### config.mk
export PLATFORM = sky130hd
export DESIGN_NAME = note_sequencer
export DESIGN_NICKNAME = d
export VERILOG_FILES = /design/src/rtl/note_pkg.sv /design/src/rtl/tick_prescaler.sv /design/src/rtl/note_sequencer.sv
export SDC_FILE = /design/constraint.sdc
export NUM_CORES = 1
export LEC_CHECK = 0
export BUFFER_PORTS_ARGS = -buffer_cell sky130_fd_sc_hd__buf_2
export CAP_MARGIN = 40
export CORE_MARGIN = 4
export CORE_UTILIZATION = 35
export DETAILED_ROUTE_END_ITERATION = 8
export GPL_TIMING_DRIVEN = 0
export SLEW_MARGIN = 0
export SYNTH_ARGS = -nofsm -noshare
export SYNTH_HDL_FRONTEND = slang
export SYNTH_SLANG_ARGS = --single-unit
export TNS_END_PERCENT = 30
### constraint.sdc
create_clock -name clock -period 3.7 [get_ports clock]
set_input_delay 0.185 -clock clock [delete_from_list [all_inputs] [get_ports clock]]
set_output_delay 0.185 -clock clock [all_outputs]
set_load 0.02 [all_outputs]
### src/rtl/note_pkg.sv
// Shared types, note constants and pitch tables for the melody sequencer.
// Half-period values are derived at elaboration from the system clock rate.
package note_pkg;

  localparam int NOTE_W    = 5;
  localparam int DUR_W     = 4;
  localparam int ENTRY_W   = NOTE_W + DUR_W;
  localparam int SONG_LEN  = 16;
  localparam int IDX_W     = 4;
  localparam int HP_W      = 16;
  localparam int NUM_NOTES = 24;

  typedef logic [SONG_LEN-1:0][ENTRY_W-1:0]     song_t;
  typedef logic [(1<<NOTE_W)-1:0][HP_W-1:0]     hp_table_t;

  typedef enum logic [1:0] {
    ST_IDLE,
    ST_LOAD,
    ST_PLAY,
    ST_GAP
  } seq_state_e;

  localparam logic [NOTE_W-1:0] NOTE_REST = 5'd0;
  localparam logic [NOTE_W-1:0] NOTE_C4  = 5'd1,  NOTE_CS4 = 5'd2,  NOTE_D4  = 5'd3,  NOTE_DS4 = 5'd4;
  localparam logic [NOTE_W-1:0] NOTE_E4  = 5'd5,  NOTE_F4  = 5'd6,  NOTE_FS4 = 5'd7,  NOTE_G4  = 5'd8;
  localparam logic [NOTE_W-1:0] NOTE_GS4 = 5'd9,  NOTE_A4  = 5'd10, NOTE_AS4 = 5'd11, NOTE_B4  = 5'd12;
  localparam logic [NOTE_W-1:0] NOTE_C5  = 5'd13, NOTE_CS5 = 5'd14, NOTE_D5  = 5'd15, NOTE_DS5 = 5'd16;
  localparam logic [NOTE_W-1:0] NOTE_E5  = 5'd17, NOTE_F5  = 5'd18, NOTE_FS5 = 5'd19, NOTE_G5  = 5'd20;
  localparam logic [NOTE_W-1:0] NOTE_GS5 = 5'd21, NOTE_A5  = 5'd22, NOTE_AS5 = 5'd23, NOTE_B5  = 5'd24;

  // Pitch in Hz*100, index = note code (entry 0 unused: rest)
  localparam int FREQ_MUL100 [NUM_NOTES+1] = '{
    0,
    26163, 27718, 29366, 31113, 32963, 34923, 36999, 39200, 41530, 44000, 46616, 49388,
    52325, 55437, 58733, 62225, 65926, 69846, 73999, 78399, 83061, 88000, 93233, 98777
  };

  function automatic logic [HP_W-1:0] half_period(input longint clk_hz, input int code);
    if (code < 1 || code > NUM_NOTES) return '0;
    return HP_W'((clk_hz * 100) / (2 * longint'(FREQ_MUL100[code])));
  endfunction

  function automatic hp_table_t build_hp_table(input longint clk_hz);
    hp_table_t t;
    t = '0;
    for (int c = 1; c <= NUM_NOTES; c++) t[c] = half_period(clk_hz, c);
    return t;
  endfunction

  function automatic logic [ENTRY_W-1:0] note_entry(input logic [NOTE_W-1:0] code,
                                                   input logic [DUR_W-1:0]  dur);
    return {code, dur};
  endfunction

  // Twinkle Twinkle, entry 0 is the rightmost element
  localparam song_t DEFAULT_SONG = {
    note_entry(NOTE_REST, 4'd0), note_entry(NOTE_REST, 4'd2),
    note_entry(NOTE_C4, 4'd4),   note_entry(NOTE_D4, 4'd2),
    note_entry(NOTE_D4, 4'd2),   note_entry(NOTE_E4, 4'd2),
    note_entry(NOTE_E4, 4'd2),   note_entry(NOTE_F4, 4'd2),
    note_entry(NOTE_F4, 4'd2),   note_entry(NOTE_G4, 4'd4),
    note_entry(NOTE_A4, 4'd2),   note_entry(NOTE_A4, 4'd2),
    note_entry(NOTE_G4, 4'd2),   note_entry(NOTE_G4, 4'd2),
    note_entry(NOTE_C4, 4'd2),   note_entry(NOTE_C4, 4'd2)
  };

endpackage

### src/rtl/tick_prescaler.sv
// Divides the system clock down to the tempo tick: one-cycle pulse per period.
// clear_i holds the phase at zero so the first tick lands one full period later.
module tick_prescaler #(
  parameter int clock_frequency = 12000000,
  parameter int tick_hz         = 16
) (
  input  logic clock,
  input  logic reset_n,
  input  logic clear_i,
  output logic tick_o
);

  localparam int DIV = clock_frequency / tick_hz;
  localparam int CW  = (DIV > 1) ? $clog2(DIV) : 1;

  logic [CW-1:0] cnt_q;
  logic          tick_q;
  logic          terminal;

  assign terminal = (cnt_q == CW'(DIV - 1));
  assign tick_o   = tick_q;

  always_ff @(posedge clock or negedge reset_n) begin
    if (!reset_n) begin
      cnt_q  <= '0;
      tick_q <= 1'b0;
    end else if (clear_i) begin
      cnt_q  <= '0;
      tick_q <= 1'b0;
    end else begin
      cnt_q  <= terminal ? '0 : cnt_q + CW'(1);
      tick_q <= terminal;
    end
  end

endmodule

### src/rtl/note_sequencer.sv
// Melody sequencer: walks the song table and feeds the square-wave generator
// a half-period with a reload strobe, plus a gate for rests and articulation gaps.
module note_sequencer
  import note_pkg::*;
#(
  parameter int    clock_frequency = 12000000,
  parameter int    tick_hz         = 16,
  parameter bit    loop_song       = 1'b1,
  parameter song_t song            = DEFAULT_SONG
) (
  input  logic            clock,
  input  logic            reset_n,
  input  logic            start_i,
  input  logic            stop_i,
  output logic [HP_W-1:0] half_period_o,
  output logic            note_valid_o,
  output logic            gate_o,
  output logic            busy_o,
  output logic            done_o
);

  localparam hp_table_t HP_TAB = build_hp_table(longint'(clock_frequency));

  seq_state_e         state_q, state_d;
  logic [IDX_W-1:0]   index_q, index_d;
  logic [DUR_W-1:0]   dur_q, dur_d;
  logic [HP_W-1:0]    half_period_q, half_period_d;
  logic               note_valid_q, note_valid_d;
  logic               gate_q, gate_d;
  logic               busy_q, busy_d;
  logic               done_q, done_d;
  logic               tick;

  logic [NOTE_W-1:0]  cur_note;
  logic [DUR_W-1:0]   cur_dur;
  logic               cur_sounds;

  assign cur_note   = song[index_q][ENTRY_W-1:DUR_W];
  assign cur_dur    = song[index_q][DUR_W-1:0];
  // Codes beyond the chromatic range play as rests
  assign cur_sounds = (cur_note != '0) && (cur_note <= NOTE_W'(NUM_NOTES));

  tick_prescaler #(
    .clock_frequency(clock_frequency),
    .tick_hz        (tick_hz)
  ) u_prescaler (
    .clock  (clock),
    .reset_n(reset_n),
    .clear_i(state_q == ST_IDLE),
    .tick_o (tick)
  );

  always_ff @(posedge clock or negedge reset_n) begin
    if (!reset_n) begin
      state_q       <= ST_IDLE;
      index_q       <= '0;
      dur_q         <= '0;
      half_period_q <= '0;
      note_valid_q  <= 1'b0;
      gate_q        <= 1'b0;
      busy_q        <= 1'b0;
      done_q        <= 1'b0;
    end else begin
      state_q       <= state_d;
      index_q       <= index_d;
      dur_q         <= dur_d;
      half_period_q <= half_period_d;
      note_valid_q  <= note_valid_d;
      gate_q        <= gate_d;
      busy_q        <= busy_d;
      done_q        <= done_d;
    end
  end

  // dur_q holds the ticks still to play before the articulation gap
  always_comb begin
    state_d = state_q;
    index_d = index_q;
    dur_d   = dur_q;
    if (stop_i) begin
      state_d = ST_IDLE;
      index_d = '0;
    end else begin
      case (state_q)
        ST_IDLE: begin
          index_d = '0;
          if (start_i) state_d = ST_LOAD;
        end
        ST_LOAD: begin
          if (cur_dur == '0) begin
            index_d = '0;
            state_d = loop_song ? ST_LOAD : ST_IDLE;
          end else begin
            dur_d   = cur_dur - DUR_W'(1);
            state_d = ST_PLAY;
          end
        end
        ST_PLAY: begin
          if (dur_q == '0) begin
            state_d = ST_GAP;
          end else if (tick) begin
            dur_d = dur_q - DUR_W'(1);
            if (dur_q == DUR_W'(1)) state_d = ST_GAP;
          end
        end
        ST_GAP: begin
          if (tick) begin
            index_d = index_q + IDX_W'(1);
            state_d = ST_LOAD;
          end
        end
        default: state_d = ST_IDLE;
      endcase
    end
  end

  always_comb begin
    half_period_d = half_period_q;
    note_valid_d  = 1'b0;
    gate_d        = gate_q;
    done_d        = 1'b0;
    busy_d        = (state_d != ST_IDLE);
    if (stop_i) begin
      gate_d = 1'b0;
    end else begin
      case (state_q)
        ST_IDLE: gate_d = 1'b0;
        ST_LOAD: begin
          if (cur_dur == '0) begin
            done_d = 1'b1;
            gate_d = 1'b0;
          end else begin
            gate_d = cur_sounds;
            if (cur_sounds) begin
              half_period_d = HP_TAB[cur_note];
              note_valid_d  = 1'b1;
            end
          end
        end
        ST_PLAY: if (state_d == ST_GAP) gate_d = 1'b0;
        default: ;
      endcase
    end
  end

  assign half_period_o = half_period_q;
  assign note_valid_o  = note_valid_q;
  assign gate_o        = gate_q;
  assign busy_o        = busy_q;
  assign done_o        = done_q;

endmodule

; ---- Word-level counts from Yosys, hierarchy flattened
; Memory sizes are Yosys's and may differ from the RTL's. A register that Yosys moved wholly into a read port is not among the register bits.
; Index checks and enable logic that the tools add are counted.
[classes]
addsub = 4
magnitude_cmp = 2
eq_ne = 12
muxes = 31
bitwise = 2
reduce_logical = 14
[op_table]
columns = operator, n
row1 = $mux 20, 2
row2 = $mux 4, 6
row3 = $add 20x1->20 const B, 1
row4 = $eq 20x20->1 const B, 1
row5 = $mux 2, 7
row6 = $pmux 4 s3, 1
row7 = $mux 1, 11
row8 = $mux 9, 1
row9 = $logic_not 4->1, 2
row10 = $pmux 2 s4, 1
row11 = $pmux 4 s2, 1
row12 = $reduce_bool 4->1, 2
row13 = $sub 4x1->4 const B, 2
row14 = $eq 2x2->1 const B, 3
row15 = $ne 3x3->1 const B, 2
row16 = $le 5x5->1 const B, 1
row17 = $lt 4x5->1 const B, 1
row18 = $reduce_and 5->1, 1
row19 = $reduce_bool 5->1, 1
row20 = $add 4x1->4 const B, 1
row21 = $eq 4x1->1 const B, 1
row22 = $ne 2x2->1 const B, 2
row23 = $reduce_and 4->1, 1
row24 = $reduce_bool 2->1, 2
row25 = 10 further kinds, 11
[totals]
regBits = 35
romBits = 656
inputBits = 4
output_inout_bits = 20
wordCells = 76
n_memories = 2
[mem_list]
columns = name, depth, word_bits, rd, rd_ports_with_merged_regs, write_ports, line_no
row1 = (name not given), 32, 16, 1, 1, 0, note_sequencer.sv:135  ; half_period_d = HP_TAB[cur_note];
row2 = (name not given), 16, 9, 1, 0, 0, note_sequencer.sv:39  ; assign cur_dur = song[index_q][DUR_W-1:0];

; ---- Depth between registers and ports, before layout
[logic_depth]
ltp_word = 10
depth_mapped = 12
depth_no_buf = 11

; ---- Cells and area by module
; From an unflattened synthesis, not the netlist that was laid out.
[hier_totals]
cells_unflattened = 343
hier_area_um2 = 3098.0
[modules_own_cells]
columns = module, n_inst, cells_per_inst, area_per_inst_um2, seq_area_each_um2
row1 = note_sequencer, 1, 235, 2070.7, 725.7
row2 = tick_prescaler, 1, 108, 1027.2, 525.5

; ---- Worst setup path before layout
; Ideal clock, no wire load.
[synth_timing]
kind = reg-to-reg
startpoint = register index_q[0]
endpoint = register half_period_q[12] (netlist: half_period_o[12])
arrival_time_ns = 2.571
required_time_ns = 3.575
path_slack_ns = 1.005
path_stages_with_launch = 13
n_path_buf = 1
path_cell_list = dfrtp_1 inv_1 ha_1 or2_2 a21oi_1 or2_2 inv_1 ha_1 clkbuf_1 o311ai_4 nand2_1 inv_2 mux2_2
[synth_via]
elab_chain_cells = 5
[synth_rtl]
columns = element, line_no
row1 = start: declaration, note_sequencer.sv:25  ; logic [IDX_W-1:0] index_q, index_d;
row2 = start signal: assignment, note_sequencer.sv:65  ; index_q <= index_d;
row3 = $mem_v2 16x9 *, --
row4 = $mux 9 (not written as such) *, note_sequencer.sv:39
row5 = $le 5x5->1 (tied with other cells), note_sequencer.sv:41  ; assign cur_sounds = (cur_note != '0) && (cur_note <= NOTE_W'(NUM_NOTES));
row6 = $logic_and 1x1->1 or $not 1->1 (tied branches), --
row7 = $reduce_and 4->1 (no line), --
row8 = end: declaration, note_sequencer.sv:27  ; logic [HP_W-1:0] half_period_q, half_period_d;
; Every way passes the cells marked *; elsewhere a longest branch is shown, timed or not. The select of a mux whose other input is x is not followed.
; A chain may end at the register's enable or synchronous reset.

; ---- Final worst setup path
; Ends and elaborated chain as after synthesis.

==> metrics.yaml <==
status: "complete, no violations"
syn-cell-area_mm2: 0.00299
fin_crit_sh_pct: 88.8
synth_cell_types: 61
utilization_pct: 40.6
drive_above_1_share_pct: 15.6
clk_latency_ns: 0.31
startpoint_type: "register"
cts_max_level: 2
drt_pass1_iterations: 4
area_delta_synth_final_pct: 12.3
dieHeight_um: 100
synth_ff_type: "dfrtp_1"
grt_busiest_layer: "met2"
ys_async_sr_fraction_pct: 100
netlist_instances: 314
p_leak_uw: 0.00143
antenna_found_initial: 0
core_area_mm2: 0.00826
ant_nets: 0
nets: 367
cts_tree: "yes"
row_count: 33
fp.dieArea_mm2: 0.0101
start_util_pct: 36.2
synth-seq-cells: 50
grtUsageMet2_pct: 23.1
cp-end-kind: "register"
use_met1_pct: 18.9
io_buffers: 22
synthesis.nets: 336
cap_violations: 0
placedCellCount: 442
final_cell_mix: "dfrtp_1, nor2_1, buf_2"
hold_viol: 0
drv_slew: 0
vias: 2460
antennaDiodeCount: 0
worstMarginPinSlew_ns: 0.768
max_freq_mhz: 304
setup_viol: 0
drc_errors: 0
worstSetupPathType: "reg -> reg"
grt_pass1_vias: 2408
wl_per_cell_um: 14.8
hpwl_um: 4870
grt_util_met3_pct: 2.92
via_per_inst: 5.45
cts_inserted_buffers: 5
rsz0062_at_grt: "no"
grt_pass1_wl_um: 11500
seq_area_frac_synth_pct: 41.9
path_clk_slew_ns: 0.10
clockRootBuffer: "clkbuf_8"
gp_congestion: 0.891
final_common_cell: "dfrtp_1"
fin_cells: 451
peakVddDrop_v: 0.000145
cts_buffer_depth: 2
grt_use_total_pct: 14.1
setup_tns_ns: 0
die_w_um: 100
gr-total-overflow: 0
crit_fanout: 9
cts_setup_buffers: 0
wl_um: 6670
cts_sinks: 50
p_per_area_mw_per_mm2: 360
grt_max_degree: 27
yosys_warnings: 0
ctsHoldBuffers: 1
synth_edf_count: 0
cts_resized: 0
final.min_clock_period_ns: 3.29
finalClockSkew_ns: 0.0152
hold_path_class: "in -> reg"
ios: 24
fillCellCount: 837
crit_arrival_ns: 3.49
p_total_uw: 1210
slew_headroom_pct: 48.4
cp_data_required_time_ns: 3.90
postSynthAreaPerCell_um2: 9.52
drtIter0Drc: 117
## final cells by class
type / instances / area [um^2] / share of cell area, %
clock inverter: 2 / 12.5 / 0.373
sequential: 50 / 1250 / 37.3
buffer: 15 / 81.3 / 2.42
tap: 105 / 131 / 3.92
clock buffer: 6 / 82.6 / 2.46
inverter: 18 / 67.6 / 2.01
timing repair buffer: 24 / 140 / 4.18
multi-input combinational: 231 / 1590 / 47.3
## flip-flops by register name, summed over array words and instances, names as in the netlist
| name | cells |
|---|---|
| gate_o | 1 |
| busy_o | 1 |
| half_period_o | 15 |
| u_prescaler.cnt_q | 20 |
| state_q | 2 |
| dur_q | 4 |
| note_valid_o | 1 |
| done_o | 1 |
| index_q | 4 |
| u_prescaler.tick_o | 1 |
## critical path: stages, from the launching register on
cell      delay, ns
dfrtp_1        0.39
inv_1          0.10
ha_1           0.25
or2_2          0.30
a21oi_1        0.36
or2_2          0.24
inv_1          0.08
ha_1           0.18
clkbuf_1       0.25
o311ai_4       0.21
nand2_1        0.25
inv_2          0.23
mux2_2         0.35
## logic make-up (layout without fill, tap and decap cells)
| group | count (synthesis) | after routing | share of synthesized area [%] |
|---|---|---|---|
| flops | 50 | 50 | 41.9 |
| simple gates | 114 | 114 | 20.5 |
| other cells | 1 | 1 | 0.126 |
| compound gates | 80 | 80 | 19.2 |
| fa+ha+maj | 18 | 18 | 7.54 |
| buf+inv | 33 | 65 | 4.98 |
| xor+xnor | 12 | 12 | 3.52 |
| mux | 6 | 6 | 2.30 |
## synth_stat cells, types with 3 or more instances
cell type | instances | area (um^2)
dfrtp_1 | 50 | 1250
nor3_1 | 8 | 40.0
a211oi_1 | 3 | 22.5
o21a_1 | 3 | 22.5
o21ai_0 | 12 | 60.1
o31ai_1 | 7 | 52.6
and2_1 | 5 | 31.3
nand2b_1 | 3 | 18.8
or4_1 | 3 | 22.5
nor2b_1 | 4 | 25.0
and3_1 | 3 | 18.8
a31oi_1 | 6 | 37.5
nand3_1 | 8 | 40.0
buf_2 | 5 | 25.0
nor4_1 | 4 | 25.0
nor2_1 | 28 | 105
ha_1 | 18 | 225
or3_1 | 5 | 31.3
inv_1 | 17 | 63.8
xor2_1 | 7 | 61.3
a21oi_1 | 19 | 95.1
nand2_1 | 17 | 63.8
mux2_2 | 4 | 45.0
xnor2_1 | 5 | 43.8
nand4_1 | 10 | 62.6
clkbuf_1 | 7 | 26.3
and4_1 | 4 | 35.0
nor3b_1 | 4 | 30.0
## stage by stage
| step | setup slack, ns | instance area [um^2] | hold slack (ns) |
|---|---|---|---|
| 6_report | 0.415 | 3350 | 0.137 |
| 5_1_grt | 0.166 | 3350 | 0.135 |
| 4_1_cts | 0.407 | 3350 | 0.128 |
| 3_5_place_dp | 0.436 | 3250 | 0.231 |
| 3_3_place_gp | 0.445 | 3230 | 0.427 |
| 2_1_floorplan | 1.00 | 2990 | -0.111 |
## path summary, 6_finish.rpt
kind	depth (start not counted)	slack (ns)	to	from
worst max register to register	12	0.41	half_period_o[12]$_DFFE_PN0P_	index_q[0]$_DFFE_PN0P_
worst min-delay path	3	0.14	busy_o$_DFF_PN0_	start_i
worst min register to register	1	0.49	half_period_o[5]$_DFFE_PN0P_	half_period_o[5]$_DFFE_PN0P_
max in group asynchronous	3	2.73	u_prescaler.cnt_q[14]$_DFF_PN0_	reset_n
min in group asynchronous	2	0.41	u_prescaler.cnt_q[1]$_DFF_PN0_	reset_n
worst max-delay path	12	0.41	half_period_o[12]$_DFFE_PN0P_	index_q[0]$_DFFE_PN0P_
## per-layer routing
metal / vias to the layer above / share of wire (%)
li1: 1211 / -
met1: 1213 / 47
met2: 27 / 48
met3: 9 / 2.6
met4: 0 / 1.5
met5: - / 0
## power breakdown
group / switching (uW) / internal, uW / leakage [uW]
registers: 48.8 / 594 / 0.000636
clock network: 186 / 151 / 0.0000472
logic: 144 / 85.5 / 0.000751
No activity file was read; power rests on OpenSTA's default activity.
